[config.mk]
export PLATFORM = sky130hd
export DESIGN_NAME = cache_controller
export DESIGN_NICKNAME = d
export VERILOG_FILES = /design/src/rtl/cache_pkg.sv /design/src/rtl/cache_stat_counters.sv /design/src/rtl/cache_controller.sv
export SDC_FILE = /design/constraint.sdc
export NUM_CORES = 1
export LEC_CHECK = 0
export ABC_AREA = 1
export CAP_MARGIN = 20
export CORE_ASPECT_RATIO = 2
export CORE_MARGIN = 2
export CORE_UTILIZATION = 47
export CTS_CLUSTER_SIZE = 14
export DETAILED_ROUTE_END_ITERATION = 16
export MAX_ROUTING_LAYER = met4
export PLACE_DENSITY = 0.8
export SLEW_MARGIN = 20
export SYNTH_ARGS = -nofsm -noshare
export SYNTH_HDL_FRONTEND = slang
export SYNTH_SLANG_ARGS = --single-unit
[constraint.sdc]
create_clock -name clk -period 2.9 [get_ports clk]
set_clock_uncertainty 0.05 [all_clocks]
set_input_delay 0.58 -clock clk [delete_from_list [all_inputs] [get_ports clk]]
set_output_delay 0.58 -clock clk [all_outputs]
set_load 0.02 [all_outputs]
[src/rtl/cache_pkg.sv]
// cache_pkg: widths, controller state encoding and tag/index/victim-address helpers shared by the cache controller files
package cache_pkg;
  localparam int TAG_W = 19;
  localparam int INDEX_W = 11;
  localparam int DATA_W = 32;
  typedef enum logic [2:0] {IDLE, ACC, EVAL, MEM_RD, FILL, FEVAL, WB, DONE} state_t;
  function automatic logic [TAG_W-1:0] get_tag(input logic [31:0] addr);
    return addr[31:13];
  endfunction
  function automatic logic [INDEX_W-1:0] get_index(input logic [31:0] addr);
    return addr[12:2];
  endfunction
  function automatic logic [31:0] victim_addr(input logic [TAG_W-1:0] tag, input logic [INDEX_W-1:0] index);
    return {tag, index, 2'b00};
  endfunction
endpackage

[src/rtl/cache_stat_counters.sv]
// cache_stat_counters: wrap-around load hit/miss counters (clk, rst_b, hit_inc/miss_inc strobes in; hit_cnt/miss_cnt out)
module cache_stat_counters #(
  parameter int CNT_W = 32
) (
  input  logic             clk,
  input  logic             rst_b,
  input  logic             hit_inc,
  input  logic             miss_inc,
  output logic [CNT_W-1:0] hit_cnt,
  output logic [CNT_W-1:0] miss_cnt
);
  always_ff @(posedge clk or negedge rst_b)
    if (!rst_b) begin
      hit_cnt <= '0;
      miss_cnt <= '0;
    end else begin
      hit_cnt <= hit_cnt + CNT_W'(hit_inc);
      miss_cnt <= miss_cnt + CNT_W'(miss_inc);
    end
endmodule

[src/rtl/cache_controller.sv]
// cache_controller: write-back/write-allocate sequencer between the CPU (cpu_*), the direct-mapped array (cache_*) and main memory (mem_*), with hit/miss counters
module cache_controller
  import cache_pkg::*;
#(
  parameter int CNT_W = 32
) (
  input  logic              clk,
  input  logic              rst_b,
  input  logic              cpu_req,
  input  logic              cpu_we,
  input  logic [31:0]       cpu_addr,
  input  logic [DATA_W-1:0] cpu_wdata,
  output logic [DATA_W-1:0] cpu_rdata,
  output logic              cpu_done,
  output logic              cpu_busy,
  output logic              cache_enable,
  output logic              cache_we,
  output logic              cache_from_mem,
  output logic [31:0]       cache_addr,
  output logic [DATA_W-1:0] cache_wdata,
  input  logic [DATA_W-1:0] cache_rdata,
  input  logic              cache_hit,
  input  logic              cache_is_evicted,
  input  logic [TAG_W-1:0]  cache_evicted_tag,
  input  logic              cache_ready,
  output logic              mem_req,
  output logic              mem_we,
  output logic [31:0]       mem_addr,
  output logic [DATA_W-1:0] mem_wdata,
  input  logic [DATA_W-1:0] mem_rdata,
  input  logic              mem_ack,
  output logic [CNT_W-1:0]  hit_cnt,
  output logic [CNT_W-1:0]  miss_cnt
);
  state_t state, state_nx;
  logic [31:0] a_addr, v_addr;
  logic a_we, hit_inc, miss_inc, cap_victim;
  logic [DATA_W-1:0] a_wdata, fill, v_data, rdata;
  always_ff @(posedge clk or negedge rst_b)
    if (!rst_b) begin
      state <= IDLE;
      a_addr <= '0;
      a_we <= 1'b0;
      a_wdata <= '0;
      fill <= '0;
      v_addr <= '0;
      v_data <= '0;
      rdata <= '0;
    end else begin
      state <= state_nx;
      if (state == IDLE && cpu_req) begin
        a_addr <= cpu_addr;
        a_we <= cpu_we;
        a_wdata <= cpu_wdata;
      end
      if (state == MEM_RD && mem_ack) fill <= mem_rdata;
      if (hit_inc) rdata <= cache_rdata;
      if (state == FEVAL && cache_ready) rdata <= fill;
      if (cap_victim) begin
        v_addr <= victim_addr(cache_evicted_tag, get_index(a_addr));
        v_data <= cache_rdata;
      end
    end
  always_comb begin
    state_nx = state;
    hit_inc = 1'b0;
    miss_inc = 1'b0;
    cap_victim = 1'b0;
    case (state)
      IDLE:   state_nx = cpu_req ? ACC : IDLE;
      ACC:    state_nx = EVAL;
      EVAL:   if (cache_ready) begin
        hit_inc = !a_we && cache_hit;
        miss_inc = !a_we && !cache_hit;
        cap_victim = a_we && cache_is_evicted;
        state_nx = miss_inc ? MEM_RD : cap_victim ? WB : DONE;
      end
      MEM_RD: state_nx = mem_ack ? FILL : MEM_RD;
      FILL:   state_nx = FEVAL;
      FEVAL:  if (cache_ready) begin
        cap_victim = cache_is_evicted;
        state_nx = cache_is_evicted ? WB : DONE;
      end
      WB:     state_nx = mem_ack ? DONE : WB;
      DONE:   state_nx = IDLE;
      default: state_nx = IDLE;
    endcase
  end
  assign cpu_rdata = rdata;
  assign cpu_done = state == DONE;
  assign cpu_busy = state != IDLE;
  assign cache_enable = state == ACC || state == FILL;
  assign cache_we = state == FILL || (state == ACC && a_we);
  assign cache_from_mem = state == FILL;
  assign cache_addr = a_addr;
  assign cache_wdata = state == FILL ? fill : a_wdata;
  assign mem_req = state == MEM_RD || state == WB;
  assign mem_we = state == WB;
  assign mem_addr = state == WB ? v_addr : {a_addr[31:2], 2'b00};
  assign mem_wdata = v_data;
  cache_stat_counters #(.CNT_W(CNT_W)) u_cnt (
    .clk(clk),
    .rst_b(rst_b),
    .hit_inc(hit_inc),
    .miss_inc(miss_inc),
    .hit_cnt(hit_cnt),
    .miss_cnt(miss_cnt)
  );
endmodule

Word level (Yosys, flattened, before mapping) --
Index checks and enable logic that the tools add are counted.
Storage, ports and cells: output and inout bits 231, word-level logic and storage cells 57, bits in registers 258
Operators by class: mux-type cells 20, reduce and logical (&&, ||, !) cells 16, equality and inequality tests 9, add/sub/neg operators 2
Operators with widths (number):
- $mux W32 | 4
- $add A32 B1 Y32 | 2
- $pmux W3 S8 | 1
- $eq A3 B3 Y1 const B | 4
- $mux W3 | 4
- $mux W1 | 10
- $logic_and A1 B1 Y1 | 7
- $eq A3 B2 Y1 const B | 2
- $ne A2 B2 Y1 const B | 2
- $eq A3 B1 Y1 const B | 1
- $logic_not A3 Y1 | 1
- $logic_or A1 B1 Y1 | 3
- $reduce_bool A3 Y1 | 1
- $logic_not A1 Y1 | 2
- $pmux W1 S2 | 1
- $reduce_and A2 Y1 | 1
- $reduce_bool A2 Y1 | 1

Logic depth before layout (Yosys ltp) --
depth after elaboration 6, mapped depth 16

Modules after synthesis --
A second synthesis with hierarchy kept.
Unflattened totals: cell total of the unflattened synthesis 1562, area, all modules 12288.0 µm²
By module, submodules not included:
- cache_controller | times used 1, area each 8700.8 µm², cells an instance 1117, seq. area each 4854.7 µm²
- cache_stat_counters | times used 1, area each 3587.2 µm², cells an instance 445, seq. area each 1601.5 µm²

Worst setup path after synthesis --
No wires, ideal clock.
path type flip-flop to flip-flop, start point register state[2], end point register u_cnt.hit_cnt[30], path slack 0.440 ns, arrival 2.292 ns, period minus slack after synthesis 2.460 ns, setup time 0.117 ns, cell stages (with the launch flop) 17, cell sequence dfrtp_1 > buf_4 > inv_2 > nand3_1 > inv_1 > nand2_1 > buf_2 > inv_1 > ha_1 > ha_1 > nand3_1 > nor2_1 > inv_1 > nor2_1 > nand2_1 > nand2_1 > nand2_1
Between the ends: word-level cells in the longest chain between the ends 3
RTL lines:
- from (decl) | RTL line cache_controller.sv:35 | state_t state, state_nx;
- from (signal assigned) | RTL line cache_controller.sv:50 | state <= state_nx;
- $eq A3 B2 Y1 | RTL line cache_controller.sv:69 | case (state)
- $mux W1 | RTL line cache_controller.sv:69
- $add A32 B1 Y32 | RTL line cache_stat_counters.sv:17 | hit_cnt <= hit_cnt + CNT_W'(hit_inc);
- to (signal assigned) | RTL line cache_stat_counters.sv:17
- to (decl) | RTL line cache_stat_counters.sv:9 | output logic [CNT_W-1:0] hit_cnt,
No other way between the ends. A chain may end at the register's enable or synchronous reset.

Final worst setup path --
start point register state[2], end point output port cache_wdata[24]
Between the ends: word-level cells in the longest chain between the ends 2
RTL lines:
- $eq A3 B3 Y1 | RTL line cache_controller.sv:96 | assign cache_wdata = state == FILL ? fill : a_wdata;
- $mux W32 | RTL line cache_controller.sv:96
- to (decl) | RTL line cache_controller.sv:20 | output logic [DATA_W-1:0] cache_wdata,
No other way between the ends.

==> impl_results.rst <==
.. list-table::
   :header-rows: 1

   * - Metric
     - Value
   * - Post-Synthesis Cell Area
     - 12,100 um2
   * - Proportion of synthesized chip area in sequential cells
     - 0.535
   * - Post-route worst setup slack
     - 0.0852 ns
   * - Net switching power
     - 6230 uW
   * - Final instance area
     - 17,300 um2
   * - Initial Util
     - 0.474
   * - Average cell area after synthesis
     - 7.83 um2
   * - Fraction of final layout cells sized beyond drive strength 1
     - 0.0419
   * - Total count of hold-check failures in the final report
     - 0
   * - Number of detailed-routing iterations run before antenna repair
     - 5
   * - Power share of the clock group
     - 0.205
   * - DIE WIDTH
     - 117 um
   * - Critical path capture point type
     - output port
   * - Worst Path Required
     - 2.27 ns
   * - Layout filler cell count
     - 2,089
   * - Clock tree sinks
     - 258
   * - Worst slew margin
     - 0.632
   * - Period utilisation layout
     - 0.971
   * - Leading cell type by number of instances after synthesis
     - nand2_1
   * - Kind of path behind the tightest hold check
     - reg -> reg
   * - Final number of setup-violating endpoints
     - 0
   * - Later-pin clock latency in the skew report
     - 0.53 ns
   * - RSZ-0062 raised after global routing
     - false
   * - Post-CTS clock slew at the launch and capture registers of the worst setup and hold paths
     - 0.07 ns
   * - Number of top-level pins
     - 386
   * - Post-route DRC
     - 0
   * - Mapped Cells
     - 1,542
   * - Top-area cell type share of the netlist area
     - 0.535
   * - Wire length per cell
     - 16.4 um
   * - Flip-flop and latch count after synthesis
     - 258
   * - Pre-CTS WS
     - -0.0146 ns
   * - Post-Layout Cell Count
     - 2,274
   * - Cell chosen for the clock root
     - clkbuf_16
   * - Synth warn
     - 0
   * - Detailed-placement wirelength estimate
     - 27,600 um
   * - Synth area leader
     - dfrtp_1
   * - Total power density per cell area
     - 926 nW/um2
   * - Most instantiated cells after synthesis
     - nand2_1, dfrtp_1, inv_1
   * - CTS tree
     - done
   * - Maximum fanout along the worst path
     - 25
   * - Most instantiated flip-flop cell in the synthesis netlist
     - dfrtp_1
   * - Total congestion overflow after global routing
     - 0
   * - Die height
     - 231 um
   * - Synth top area cells
     - dfrtp_1, nand2_1, inv_1, o21ai_0, nor2_1
   * - Leakage power of the design
     - 0.00888 uW
   * - Achievable clock frequency
     - 0.355 GHz
   * - Final max-slew violation count
     - 0
   * - Count of routing violations after the opening detailed-route iteration
     - 852
   * - DP Area
     - 16,400 um2
   * - Via-to-Cell Ratio
     - 5.04
   * - Wire length of the first global-routing pass
     - 58,700 um
   * - Actual slew at the worst max-slew pin
     - 0.552 ns
   * - Register share of total power
     - 0.347
   * - Critical Path Start Type
     - flip-flop
   * - Setup Crit Path Kind
     - reg -> out
   * - Async SR Flop Fraction
     - 1.00
   * - Tmin final
     - 2.81 ns
   * - Total global-route track usage
     - 0.279
   * - Antenna cells
     - 0
   * - Area delta synth->final
     - 43.1%
   * - Clock tree buffer depth
     - 3
   * - Routed Antenna Nets
     - 0
   * - Number of maximum-capacitance violations
     - 0
   * - Number of flops mapped to enable cells by yosys
     - 0
   * - Number of buffers created by CTS
     - 24
   * - Total wirelength of the detailed-routed design
     - 37,300 um
   * - Count of vias placed by the detailed router
     - 11,450
   * - Critical path arrival
     - 2.18 ns
   * - Row count
     - 83
   * - Buffers on Ports
     - 383
   * - Number of cells in the design after placement
     - 2,233
   * - Outcome
     - finished clean
   * - Final Wtd Congestion
     - 0.944
   * - Combinational group share of total power
     - 0.448
   * - Count of cell types in the netlist
     - 28
   * - Peak VDD IR
     - 0.768 mV
   * - Number of antenna violations at the first check in global routing
     - 0
   * - Number of nets at the end of the flow
     - 2,081
   * - Internal power
     - 9760 uW
   * - Area of the die
     - 27,000 um2
   * - Via count of the first global-routing pass
     - 10,988
   * - Switching share of power
     - 0.390
   * - Core outline area
     - 25,400 um2
   * - Pin count of the biggest net entering global routing
     - 68
   * - CTS HTree Levels
     - 1
[worst max-delay path, cell delays in order (launching register included)]
cell and delay, ns:
dfrtp_1 0.41, buf_4 0.18, nand2_2 0.12, buf_12 0.18
nand2_1 0.07, o21ai_0 0.07, clkdlybuf4s50_1 0.62
[logic make-up after synthesis]
kind of cell	synth area share
and+or+nand+nor	0.250
DFF	0.535
buffers and inverters	0.0861
other	0.000311
xor gates and xnor gates	0.0225
AOI/OAI and AO/OA	0.0994
adders and majority gates	0.00622
[cell type report]
cell class | count | area [um2] | share of cell area
inverter | 188 | 706 | 0.0409
clock inverter | 7 | 110 | 0.00637
multi-input combinational | 1030 | 4610 | 0.267
clock buffer | 33 | 696 | 0.0403
timing repair buffer | 418 | 4270 | 0.247
sequential | 258 | 6460 | 0.374
tap | 340 | 425 | 0.0246
[state kept, by name, indices dropped and copies added (netlist names)]
register        count
mem_wdata          32
v_addr             30
fill               32
a_wdata            32
cache_addr         32
u_cnt.hit_cnt      32
cpu_rdata          32
a_we                1
u_cnt.miss_cnt     32
state               3
[repair_timing]
item                       in CTS  in global routing
gates resized for setup        40                 24
buffers inserted                0                  0
setup endpoints to repair      47                 24
hold endpoints to repair       60                  0
hold buffers                    1                  0
[placed cells by master (no fill, tap or decap), types with 2 or more instances in the layout]
master           Yosys  final
o21ai_0            125    125
nand3_4              0      2
nand4_1              6      6
clkinv_2             0      4
dlygate4sd2_1        0     39
inv_1              186    186
clkdlybuf4s50_1      0    319
bufinv_16            0      3
buf_4                8     21
nor2_1             143    143
dlymetal6s2s_1       0     24
clkbuf_1            29      4
dfrtp_1            258    258
xor2_1              19     19
ha_1                 6      6
xnor2_1             12     12
conb_1               1      2
nand3_1             48     47
nand2_1            522    520
inv_2                2      2
nor3_1               3      3
clkbuf_8             0      4
clkbuf_16            0     25
o21ai_1             67     67
nand2_2              1      3
nand3b_1            25     25
buf_12               0     12
a21oi_1             45     45
[power by group through the flow]
stage                     registers (uW)  clock network, uW  logic [uW]
after floorplan                     6220                  0        3060
after global placement              5540                  0        7350
after detailed placement            5580                  0        7460
after CTS                           5530               3340        7250
after global routing                5680               3480        7740
final                               5540               3290        7160
[worst paths after layout]
path / startpoint / end / slack [ns] / depth (start not counted)
min in group asynchronous: rst_b / mem_wdata[28] / 0.55 / 2
min reg2reg: a_wdata[13] / a_wdata[13] / 0.44 / 2
min: a_wdata[13] / a_wdata[13] / 0.44 / 2
max reg2reg: state[2] / u_cnt.miss_cnt[30] / 0.44 / 13
max: state[2] / cache_wdata[24] / 0.09 / 6
max in group asynchronous: rst_b / cache_addr[19] / 1.49 / 3
[layer usage]
layer,part of all wire,track usage
met1,0.42,0.354
met2,0.48,0.450
met3,0.079,0.0623
met4,0.025,0.0828
met5,0,-
[metrics by stage]
step	util	hold slack (ns)	setup TNS [ns]	power, uW
floorplan	-	0.234	0	9270
global placement	0.646	0.417	0	12900
detailed placement	0.646	0.423	-0.0146	13000
CTS	0.676	0.440	0	16100
global route	0.679	0.462	0	16900
finish	0.679	0.435	0	16000
(Power assumes the default switching activity.)
